<file path="config.mk">
export PLATFORM = sky130hd
export DESIGN_NAME = gate_arbiter
export DESIGN_NICKNAME = d
export VERILOG_FILES = /design/src/rtl/gate_arbiter.sv
export SDC_FILE = /design/constraint.sdc
export NUM_CORES = 1
export LEC_CHECK = 0
export CAP_MARGIN = 20
export CORE_ASPECT_RATIO = 1.5
export CORE_UTILIZATION = 44
export CTS_CLUSTER_DIAMETER = 50
export CTS_CLUSTER_SIZE = 28
export DETAILED_ROUTE_END_ITERATION = 7
export GPL_TIMING_DRIVEN = 0
export PLACE_DENSITY = 0.72
export REMOVE_ABC_BUFFERS = 1
export SLEW_MARGIN = 20
export SYNTH_ARGS = -nofsm -noshare
export SYNTH_HDL_FRONTEND = slang
export SYNTH_SLANG_ARGS = --single-unit
</file>
<file path="constraint.sdc">
create_clock -name clk -period 2 [get_ports clk]
set_input_delay 0.4 -clock clk [delete_from_list [all_inputs] [get_ports clk]]
set_output_delay 0.4 -clock clk [all_outputs]
set_load 0.01 [all_outputs]
</file>
<file path="src/rtl/gate_arbiter.sv">
// Barrier-gate arbiter: shares one gate between the entry and exit requesters,
// sequences OPENING/PASS/CLOSING and reports completed passages as inc/dec pulses.
module gate_arbiter #(
  parameter int OCC_W        = 6,
  parameter int CAPACITY     = 40,
  parameter int OPEN_CYC     = 4,
  parameter int PASS_TIMEOUT = 16,
  parameter int CLOSE_CYC    = 4
) (
  input  logic             clk,
  input  logic             reset,
  input  logic             req_ent,
  input  logic             req_sai,
  input  logic             pass_done,
  input  logic [OCC_W-1:0] occupancy,
  input  logic             alerta,
  input  logic             emergencia,
  output logic             gate_open,
  output logic             grant_ent,
  output logic             grant_sai,
  output logic             increment,
  output logic             decrement,
  output logic             full,
  output logic             timeout_err
);

  localparam logic [2:0] S_IDLE    = 3'd0;
  localparam logic [2:0] S_OPENING = 3'd1;
  localparam logic [2:0] S_PASS    = 3'd2;
  localparam logic [2:0] S_CLOSING = 3'd3;
  localparam logic [2:0] S_EMERG   = 3'd4;

  localparam int T_MAX_OP = (OPEN_CYC > PASS_TIMEOUT) ? OPEN_CYC : PASS_TIMEOUT;
  localparam int T_MAX    = (T_MAX_OP > CLOSE_CYC) ? T_MAX_OP : CLOSE_CYC;
  localparam int TW       = $clog2(T_MAX + 1);

  localparam logic [TW-1:0]    T_SAT      = TW'(T_MAX);
  localparam logic [TW-1:0]    OPEN_LAST  = TW'(OPEN_CYC - 1);
  localparam logic [TW-1:0]    PASS_LAST  = TW'(PASS_TIMEOUT - 1);
  localparam logic [TW-1:0]    CLOSE_LAST = TW'(CLOSE_CYC - 1);
  localparam logic [OCC_W:0]   CAP_V      = (OCC_W + 1)'(CAPACITY);

  logic [2:0]    state_q, state_d;
  logic [TW-1:0] timer_q, timer_d;
  logic          last_sai_q, last_sai_d;
  logic          gate_open_q, gate_open_d;
  logic          grant_ent_q, grant_ent_d;
  logic          grant_sai_q, grant_sai_d;
  logic          increment_q, increment_d;
  logic          decrement_q, decrement_d;
  logic          timeout_q, timeout_d;

  logic ent_ok, sai_ok, pick_ent, pick_sai;

  assign full   = ({1'b0, occupancy} >= CAP_V);
  assign ent_ok = req_ent & ~full & ~alerta & ~emergencia;
  assign sai_ok = req_sai & (occupancy != '0);

  // On a tie the direction that did not win last time is served.
  assign pick_ent = ent_ok & (~sai_ok | last_sai_q);
  assign pick_sai = sai_ok & (~ent_ok | ~last_sai_q);

  always_comb begin
    // NOTE: every next-state signal is given a default before any branch so no path infers a latch.
    state_d     = state_q;
    timer_d     = (timer_q == T_SAT) ? timer_q : timer_q + 1'b1;
    last_sai_d  = last_sai_q;
    gate_open_d = gate_open_q;
    grant_ent_d = grant_ent_q;
    grant_sai_d = grant_sai_q;
    increment_d = 1'b0;
    decrement_d = 1'b0;
    timeout_d   = 1'b0;

    if (emergencia) begin
      state_d     = S_EMERG;
      gate_open_d = 1'b1;
      grant_ent_d = 1'b0;
      grant_sai_d = 1'b0;
    end else begin
      case (state_q)
        S_IDLE: begin
          gate_open_d = 1'b0;
          grant_ent_d = 1'b0;
          grant_sai_d = 1'b0;
          if (pick_ent) begin
            state_d     = S_OPENING;
            gate_open_d = 1'b1;
            grant_ent_d = 1'b1;
            last_sai_d  = 1'b0;
          end else if (pick_sai) begin
            state_d     = S_OPENING;
            gate_open_d = 1'b1;
            grant_sai_d = 1'b1;
            last_sai_d  = 1'b1;
          end
        end

        S_OPENING: begin
          if (timer_q == OPEN_LAST) state_d = S_PASS;
        end

        S_PASS: begin
          // A vehicle clearing on the last allowed cycle still counts as a passage.
          if (pass_done) begin
            state_d     = S_CLOSING;
            gate_open_d = 1'b0;
            grant_ent_d = 1'b0;
            grant_sai_d = 1'b0;
            increment_d = grant_ent_q;
            decrement_d = grant_sai_q;
          end else if (timer_q == PASS_LAST) begin
            state_d     = S_CLOSING;
            gate_open_d = 1'b0;
            grant_ent_d = 1'b0;
            grant_sai_d = 1'b0;
            timeout_d   = 1'b1;
          end
        end

        S_CLOSING: begin
          gate_open_d = 1'b0;
          grant_ent_d = 1'b0;
          grant_sai_d = 1'b0;
          if (timer_q == CLOSE_LAST) state_d = S_IDLE;
        end

        S_EMERG: begin
          state_d     = S_CLOSING;
          gate_open_d = 1'b0;
          grant_ent_d = 1'b0;
          grant_sai_d = 1'b0;
        end

        default: begin
          state_d     = S_IDLE;
          gate_open_d = 1'b0;
          grant_ent_d = 1'b0;
          grant_sai_d = 1'b0;
        end
      endcase
    end

    if (state_d != state_q) timer_d = '0;
  end

  // NOTE: sequential state uses non-blocking assignments so all registers update together at the edge.
  always_ff @(posedge clk or posedge reset) begin
    if (reset) begin
      state_q     <= S_IDLE;
      timer_q     <= '0;
      last_sai_q  <= 1'b1;
      gate_open_q <= 1'b0;
      grant_ent_q <= 1'b0;
      grant_sai_q <= 1'b0;
      increment_q <= 1'b0;
      decrement_q <= 1'b0;
      timeout_q   <= 1'b0;
    end else begin
      state_q     <= state_d;
      timer_q     <= timer_d;
      last_sai_q  <= last_sai_d;
      gate_open_q <= gate_open_d;
      grant_ent_q <= grant_ent_d;
      grant_sai_q <= grant_sai_d;
      increment_q <= increment_d;
      decrement_q <= decrement_d;
      timeout_q   <= timeout_d;
    end
  end

  assign gate_open   = gate_open_q;
  assign grant_ent   = grant_ent_q;
  assign grant_sai   = grant_sai_q;
  assign increment   = increment_q;
  assign decrement   = decrement_q;
  assign timeout_err = timeout_q;

  a_grant_mutex : assert property (@(posedge clk) disable iff (reset)
    !(grant_ent_q && grant_sai_q));
  a_count_mutex : assert property (@(posedge clk) disable iff (reset)
    !(increment_q && decrement_q));

endmodule
</file>
Word level (Yosys, flattened, before mapping)
Cells that the tools add are included.

storage, ports and cells
  flip-flop bits (word level) = 15
  word-level logic and storage cells = 75

operators by class
  $add $sub $neg = 1
  order comparisons = 1
  equality and inequality tests = 11
  multiplexer cells = 34
  bitwise gates (word level) = 14
  reduce and logical (&&, ||, !) cells = 5

operators by type and width
  cell                                                      count
  two-way mux 1 bit                                         21
  two-way mux 3 bit                                         7
  one-hot mux 3 bit (5 select lines)                        1
  two-way mux 5 bit                                         2
  one-hot mux 1 bit (3 select lines)                        3
  bitwise AND 1 bit                                         6
  == test 3 x 2 -> 1 bit, second input constant             2
  greater-or-equal comparator 6 bit, second input constant  1
  inverter 1 bit                                            6
  nonzero test 6 bit                                        1
  adder 5 x 1 -> 5 bit, second input constant               1
  == test 5 x 2 -> 1 bit, second input constant             1
  == test 5 x 4 -> 1 bit, second input constant             1
  == test 5 bit, second input constant                      1
  inequality test 4 bit, second input constant              1
  == test 3 x 1 -> 1 bit, second input constant             1
  == test 3 bit, second input constant                      1
  logical NOT 3 bit                                         1
  inequality test 3 bit                                     1
  AND reduction 3 bit                                       1
  inequality test 2 x 1 -> 1 bit, second input constant     1
  inequality test 2 bit, second input constant              1
  OR 1 bit                                                  2
  AND reduction 2 bit                                       1
  nonzero test 2 bit                                        1

Depth between registers and ports, before layout
Gate-level depths: netlist (run 1).

  depth after elaboration = 14
  gate-level depth with buffers = 7
  depth with buffers taken out = 7

Least setup slack after synthesis (run 1)
No wires, ideal clock.

  kind = reg-to-reg
  from = reg timer_q[0]
  to = reg timer_q[4]
  arrival time = 1,913 ps
  required time = 1,926 ps
  slack = 13 ps
  stages on the path, launching flop included = 8
  buffers on the path = 0
  cells stage by stage = dfrtp_1 ha_1 and3_1 ha_1 o21ai_0 a221oi_1 or4_4 a21oi_2

between the ends
  cells in the longest elaborated chain, start to end = 7

RTL lines
  what                                                                           line  source
  from (decl)                                                                    44    logic [TW-1:0] timer_q, timer_d;
  from (signal assigned)                                                         161   timer_q <= timer_d;
  == test 5 x 4 -> 1 bit                                                         112   end else if (timer_q == PASS_LAST) begin
  two-way mux 3 bit                                                              112
  two-way mux 3 bit                                                              105   if (pass_done) begin
  one-hot mux 3 bit (5 select lines)                                             81    case (state_q)
  two-way mux 3 bit                                                              75    if (emergencia) begin
  inequality test 3 bit                                                          144   if (state_d != state_q) timer_d = '0;
  inequality test 2 x 1 -> 1 bit (no line) or two-way mux 5 bit (tied branches)  -

Parallel ways exist; a longest one is shown, timed or not. The select of a mux whose other input is x is not followed.
A chain may end at the register's enable or synchronous reset.

Worst setup path after layout (run 1)
Ends and elaborated chain as after synthesis.

==> flow_metrics.tcl, run 1 <==
set metrics [dict create \
    netlist_top_cells_area "dfrtp_1, nor2_1, ha_1, inv_1, dfstp_2" \
    synth_edf_count 0 \
    total_power_mw 0.8304 \
    h-tree-depth 1 \
    layout-drive-gt1-share 0.2143 \
    synth_top_family_by_area "simple AND/OR/NAND/NOR gates" \
    coreArea_um2 1878 \
    startpoint_type "flip-flop" \
    cts.sinks 15 \
    synth-compound-area-share 0.1374 \
    ys_seq_area_frac 0.4222 \
    antenna_found_initial 0 \
    wl_per_cell_um 12.76 \
    antennaDiodeCount 0 \
    setup_viol 0 \
    hp-class "primary input to asynchronous set/reset pin" \
    reg2reg_depth 7 \
    max_slew_margin 0.6184 \
    ys.flop_type "dfrtp_1" \
    gp_congestion 0.7605 \
    routed_wirelength_um 1697 \
    dr.pass1.iters 4 \
    io_buffer_count 19 \
    dieArea_um2 2215 \
    grt_max_degree 16 \
    min_period_ns 1.945 \
    hold_viol 0 \
    area_delta_synth_final_pct 31.28 \
    required_ns 2.23 \
    synth.most_common_cell "dfrtp_1" \
    irDropWorstVdd_v 0.0004866 \
    fmax_ghz 0.5141 \
    insertion_delay_ns 0.29 \
    clkSlewWorstSetupHoldPaths_ns 0.10 \
    num_io_pins 20 \
    initial_core_util 0.4750 \
    reg2reg_slack_ns 0.06 \
    avgViaCountPerCell 5.504 \
    slew_viol_final 0 \
    r2r-end "timer_q[4]$_DFFE_PP0P_" \
    netlist_top_cells_count "dfrtp_1, nor2_1, inv_1, o21ai_0" \
    synth-seq-cells 15 \
    hpwlAfterDp_um 1253 \
    worst-endpoint-arrival_ns 2.17 \
    synth_area_um2 892.1 \
    hold_slack_ns 0.4601 \
    rsz0062_at_grt "true" \
    die_y_um 57.15 \
    cts_tree "yes" \
    die_x_um 38.77 \
    grt_overflow 0 \
    syn_avg_cell_area_um2 9.912 \
    status "finished clean" \
    synth_top_area_frac 0.3927 \
    synth-xor-area-share 0.03927 \
    synth_adder_area_share 0.04208 \
    nets 129 \
    fin_crit_sh 0.9725 \
    drc 0 \
    ys_warn_count 0 \
    cts_buffers 3 \
    power_density_nw_per_um2 709.1 \
    clockRootBuffer "clkbuf_4" \
    synth_mux_area_frac 0.02244 \
    synth_area_leader_cell "dfrtp_1" \
    clk_path_buf_depth 2 \
    grt_first_pass_wirelength_um 2856 \
    synthArstFlopShare 1.000 \
    worst_slew_pin_slew_ns 0.5718 \
    synthSimpleGateAreaFrac 0.2496 \
    fin_skew_ns 0.007387 \
    fillers 171 \
    groute.usage.overall 0.1810 \
    crit_type "flip-flop to flip-flop" \
    crit_path_end_kind "flip-flop" \
    final_antenna_net_count 0 \
    crit_fanout 5 \
    r2r_start "timer_q[0]$_DFFE_PP0P_" \
    via_count 732 \
    initialDrtViolationCount 25 \
    maxCapViolations 0 \
    rows 19 \
    postSynthCellCount 90 \
    ys_types 36 \
    grt_pass1_vias 693 \
    p_leak_nw 0.5094 \
    cts_hold_buf 0 \
]
[cell usage in the layout (no fill, tap or decap), drive strengths merged, types with 2 or more instances in the layout]
cell,n
a21oi,3
xor2,2
dfrtp,14
xnor2,2
inv,9
o21ai,5
nor3,2
and3,4
clkbuf,4
dlygate4sd2,2
clkdlybuf4s50,17
nor2,12
buf,4
ha,3
nand3,2
nand2,4
or4,2
nor2b,2
nor4b,3
mux2i,2
[flip-flops by register name, summed over array words and instances (netlist names)]
register and flops:
decrement 1, state_q 3, last_sai_q 1, grant_sai 1
grant_ent 1, gate_open 1, timeout_err 1, timer_q 5
increment 1
[metal layers]
metal,global-route usage,up-vias,share of wire
met5,0,-,0
met4,0.1034,0,0.027
met3,0.02335,5,0.038
met2,0.3024,22,0.51
met1,0.2105,345,0.43
li1,-,360,-
[logic make-up after synthesis]
group | Yosys count
AND/OR/NAND/NOR | 35
AO/OA/AOI/OAI | 17
flip-flops | 15
buffers and inverters | 14
XOR/XNOR | 4
adder cells (fa/ha/maj) | 3
multiplexers | 2
[timing repair]
action                                  in CTS  in global routing
buffers inserted                             2                  2
gates cloned                                 0                  0
resized for setup                            4                 12
endpoints found under the setup margin       6                  6
pin swaps                                    2                  5
[through the flow]
step / area, um2 / utilization / worst slack (ns) / TNS, ns / cells
final: 1171 / 0.6236 / 0.05500 / 0 / 133
after global routing: 1171 / 0.6236 / -0.009924 / -0.009924 / 133
after CTS: 1104 / 0.5876 / 0.004772 / 0 / 131
after detailed placement: 1065 / 0.5670 / -0.3054 / -1.922 / 125
after global placement: 1065 / 0.5670 / -0.2940 / -1.833 / 125
after floorplan: 848.3 / - / 0.01219 / 0 / 85
[power by group]
part / total (mW) / internal, mW / leakage (nW) / switching [mW]
logic: 0.263 / 0.145 / 0.298 / 0.119
registers: 0.386 / 0.342 / 0.197 / 0.0445
clock network: 0.181 / 0.0776 / 0.0150 / 0.103
[worst max-delay path by stage]
stage / from / to / cells past startpoint
6_report: timer_q[0]$_DFFE_PP0P_ / timer_q[4]$_DFFE_PP0P_ / 7
5_1_grt: timer_q[1]$_DFFE_PP0P_ / timer_q[0]$_DFFE_PP0P_ / 7
4_1_cts: timer_q[0]$_DFFE_PP0P_ / timer_q[3]$_DFFE_PP0P_ / 7
3_5_place_dp: emergencia / timer_q[3]$_DFFE_PP0P_ / 5
3_3_place_gp: emergencia / timer_q[0]$_DFFE_PP0P_ / 5
2_1_floorplan: timer_q[0]$_DFFE_PP0P_ / timer_q[4]$_DFFE_PP0P_ / 7
[worst max-delay path, cell delays in order (launching register included)]
cell and delay (ns):
dfrtp_1 0.39, ha_2 0.21, and3_4 0.19, ha_4 0.17, o21ai_4 0.15, a221oi_2 0.08
or4_4 0.56, a21oi_2 0.13
[layout make-up]
| type | count | area (um2) | area share |
|---|---|---|---|
| Multi-Input combinational cell | 61 | 490.5 | 0.4188 |
| Sequential cell | 15 | 376.6 | 0.3216 |
| Timing Repair Buffer | 23 | 217.7 | 0.1859 |
| Inverter | 9 | 33.78 | 0.02885 |
| Clock buffer | 4 | 26.28 | 0.02244 |
| Tap cell | 21 | 26.28 | 0.02244 |
No activity file was read; power rests on OpenSTA's default activity.
==> inputs of run 2 (changes only) <==
--- a/config.mk
+++ b/config.mk
@@ -7,5 +7,5 @@
 export LEC_CHECK = 0
 export CAP_MARGIN = 20
-export CORE_ASPECT_RATIO = 1.5
+export CORE_ASPECT_RATIO = 1.25
 export CORE_UTILIZATION = 44
 export CTS_CLUSTER_DIAMETER = 50
@@ -15,4 +15,5 @@
 export PLACE_DENSITY = 0.72
 export REMOVE_ABC_BUFFERS = 1
+export SKIP_CTS_REPAIR_TIMING = 1
 export SLEW_MARGIN = 20
 export SYNTH_ARGS = -nofsm -noshare
==> constraint.sdc (replaced) <==
create_clock -name clk -period 2 [get_ports clk]
set_input_delay 0.6 -clock clk [delete_from_list [all_inputs] [get_ports clk]]
set_output_delay 0.6 -clock clk [all_outputs]
set_load 0.01 [all_outputs]
==> run 2 against run 1 <==
Net effect: clock power fell by 8%; via count fell by 0.68%; power fell by 5.5%; count of clock-buffer cells in the layout did not move; global-route usage fell by 1.2 points; worst setup slack got worse by 0.031 ns; first-iteration DRC count fell by 56%; register-to-register slack improved by 0.02 ns; core utilization rose by 0.16 points; die area fell by 0.11%; design area fell by 2.3%; sequential cell count did not move; critical path type is now primary input to flip-flop; largest cell class unchanged; highest routed layer unchanged.
==> flow_metrics.tcl, run 2 (synthesis results as in run 1) <==
set metrics [dict create \
    irDropWorstVdd_v 0.0003442 \
    crit_family "simple AND/OR/NAND/NOR gates" \
    layout-drive-gt1-share 0.1802 \
    drc 0 \
    clkPwrFrac 0.212 \
    crit_fanout 5 \
    grt_first_pass_wirelength_um 2753 \
    total_switching_power_mw 0.2407 \
    combPwrFrac 0.292 \
    path_buf_inv 1 \
    worst-endpoint-arrival_ns 2.18 \
    clk_path_buf_depth 2 \
    insertion_delay_ns 0.27 \
    via_count 727 \
    antenna_found_initial 0 \
    clkSlewWorstSetupHoldPaths_ns 0.09 \
    crit_path_end_kind "flip-flop" \
    die_x_um 42.28 \
    crit_chain "clkdlybuf4s50_1 -> nor4_4 -> a211oi_2 -> or4_4 -> a21oi_2" \
    hpwlAfterDp_um 1214 \
    grt_max_degree 16 \
    coreArea_um2 1829 \
    h-tree-depth 1 \
    area_delta_synth_final_pct 28.19 \
    clockRootBuffer "clkbuf_4" \
    dieArea_um2 2213 \
    nets 128 \
    min_period_ns 1.976 \
    cts_tree "yes" \
    crit_type "primary input to flip-flop" \
    rsz0062_at_grt "false" \
    avgViaCountPerCell 5.592 \
    max_slew_margin 0.6401 \
    die_y_um 52.35 \
    maxCapViolations 0 \
    status "finished clean" \
    p_leak_nw 0.5505 \
    initialDrtViolationCount 11 \
    sw_frac_of_total 0.3067 \
    hold_viol 0 \
    cts_buffers 3 \
    dp.cells 123 \
    hp-class "flip-flop to flip-flop" \
    regMostFlops "timer_q" \
    num_io_pins 20 \
    reg2reg_depth 7 \
    final_cell_mix "dfrtp_1, clkdlybuf4s50_1, nor2_1" \
    startpoint_type "primary input" \
    rows 17 \
    groute.usage.overall 0.1690 \
    p_int_mw 0.5442 \
    dr.pass1.iters 4 \
    required_ns 2.20 \
    power_density_nw_per_um2 686.3 \
    routed_wirelength_um 1629 \
    worstHoldStart "grant_ent$_DFFE_PP0P_" \
    holdPathStages 1 \
    fin_crit_sh 0.9879 \
    setup_viol 0 \
    grt_overflow 0 \
    holdPathEnd "grant_ent$_DFFE_PP0P_" \
    gp_congestion 0.7369 \
    slew_viol_final 0 \
    cpPeakStageDelay_ns 0.60 \
    final_antenna_net_count 0 \
    fin_util 0.6252 \
    final_cells 130 \
    worst_slew_pin_slew_ns 0.5393 \
    r2r-end "timer_q[4]$_DFFE_PP0P_" \
    slowest_stage "or4_4" \
    antennaDiodeCount 0 \
    initial_core_util 0.4877 \
    fmax_ghz 0.5061 \
    reg_top3 "timer_q: 5 flops, state_q: 3 flops" \
    io_buffer_count 19 \
    largest_register_ffs 5 \
    r2r_start "timer_q[0]$_DFFE_PP0P_" \
    reg2reg_slack_ns 0.08 \
    cts.sinks 15 \
    grt_pass1_vias 675 \
    wl_per_cell_um 12.53 \
    fin_skew_ns 0.0009602 \
    seqPwrFrac 0.496 \
]
-- run 2: worst max-delay path by stage --
stage / start / to / slack [ns] / cells after the start
after floorplan: timer_q[0]$_DFFE_PP0P_ / timer_q[4]$_DFFE_PP0P_ / 0.01 / 7
after CTS: occupancy[5] / full / -0.48 / 4
after global placement: emergencia / timer_q[0]$_DFFE_PP0P_ / -0.48 / 5
after global routing: occupancy[1] / timer_q[2]$_DFFE_PP0P_ / 0.004 / 5
after detailed placement: emergencia / timer_q[1]$_DFFE_PP0P_ / -0.50 / 5
final: occupancy[1] / timer_q[4]$_DFFE_PP0P_ / 0.02 / 5
-- run 2: power by group through the flow --
stage / clock (mW) / combinational (mW) / sequential, mW
CTS: 0.176 / 0.202 / 0.390
global route: 0.190 / 0.261 / 0.396
floorplan: 0 / 0.134 / 0.387
global placement: 0 / 0.195 / 0.392
detailed placement: 0 / 0.200 / 0.396
finish: 0.167 / 0.229 / 0.389
-- run 2: cell type report --
type	count	area [um2]
repair buffers	22	225.2
well taps	19	23.77
fillers	157	685.7
multi-input cells	61	457.9
clock buffers	4	26.28
flip-flops and latches	15	376.6
inverters	9	33.78
-- run 2: per-layer routing --
layer	global-route usage	share of wire	up-vias
met5	0	0	-
met4	0.1250	0.017	0
met3	0.02069	0.028	2
met2	0.3000	0.49	20
met1	0.1826	0.46	348
li1	-	-	357
-- run 2: worst register-to-register path, cell delays in order (launching register included) --
cell and delay, ns:
dfrtp_1 0.42, ha_2 0.21, and3_1 0.19, ha_2 0.19
o21ai_2 0.13, a221oi_1 0.10, or4_4 0.49, a21oi_2 0.13
-- run 2: per-stage QoR --
| step | hold WS [ns] | instance area [um2] | setup TNS [ns] | power (mW) | setup slack [ns] |
|---|---|---|---|---|---|
| 3_5_place_dp | 0.4979 | 1062 | -3.950 | 0.5962 | -0.4987 |
| 2_1_floorplan | 0.4957 | 848.3 | 0 | 0.5212 | 0.01219 |
| 6_report | 0.5167 | 1144 | 0 | 0.7849 | 0.02418 |
| 5_1_grt | 0.5514 | 1144 | 0 | 0.8470 | 0.003530 |
| 4_1_cts | 0.5210 | 1089 | -1.642 | 0.7680 | -0.4779 |
| 3_3_place_gp | 0.4961 | 1062 | -3.721 | 0.5875 | -0.4788 |
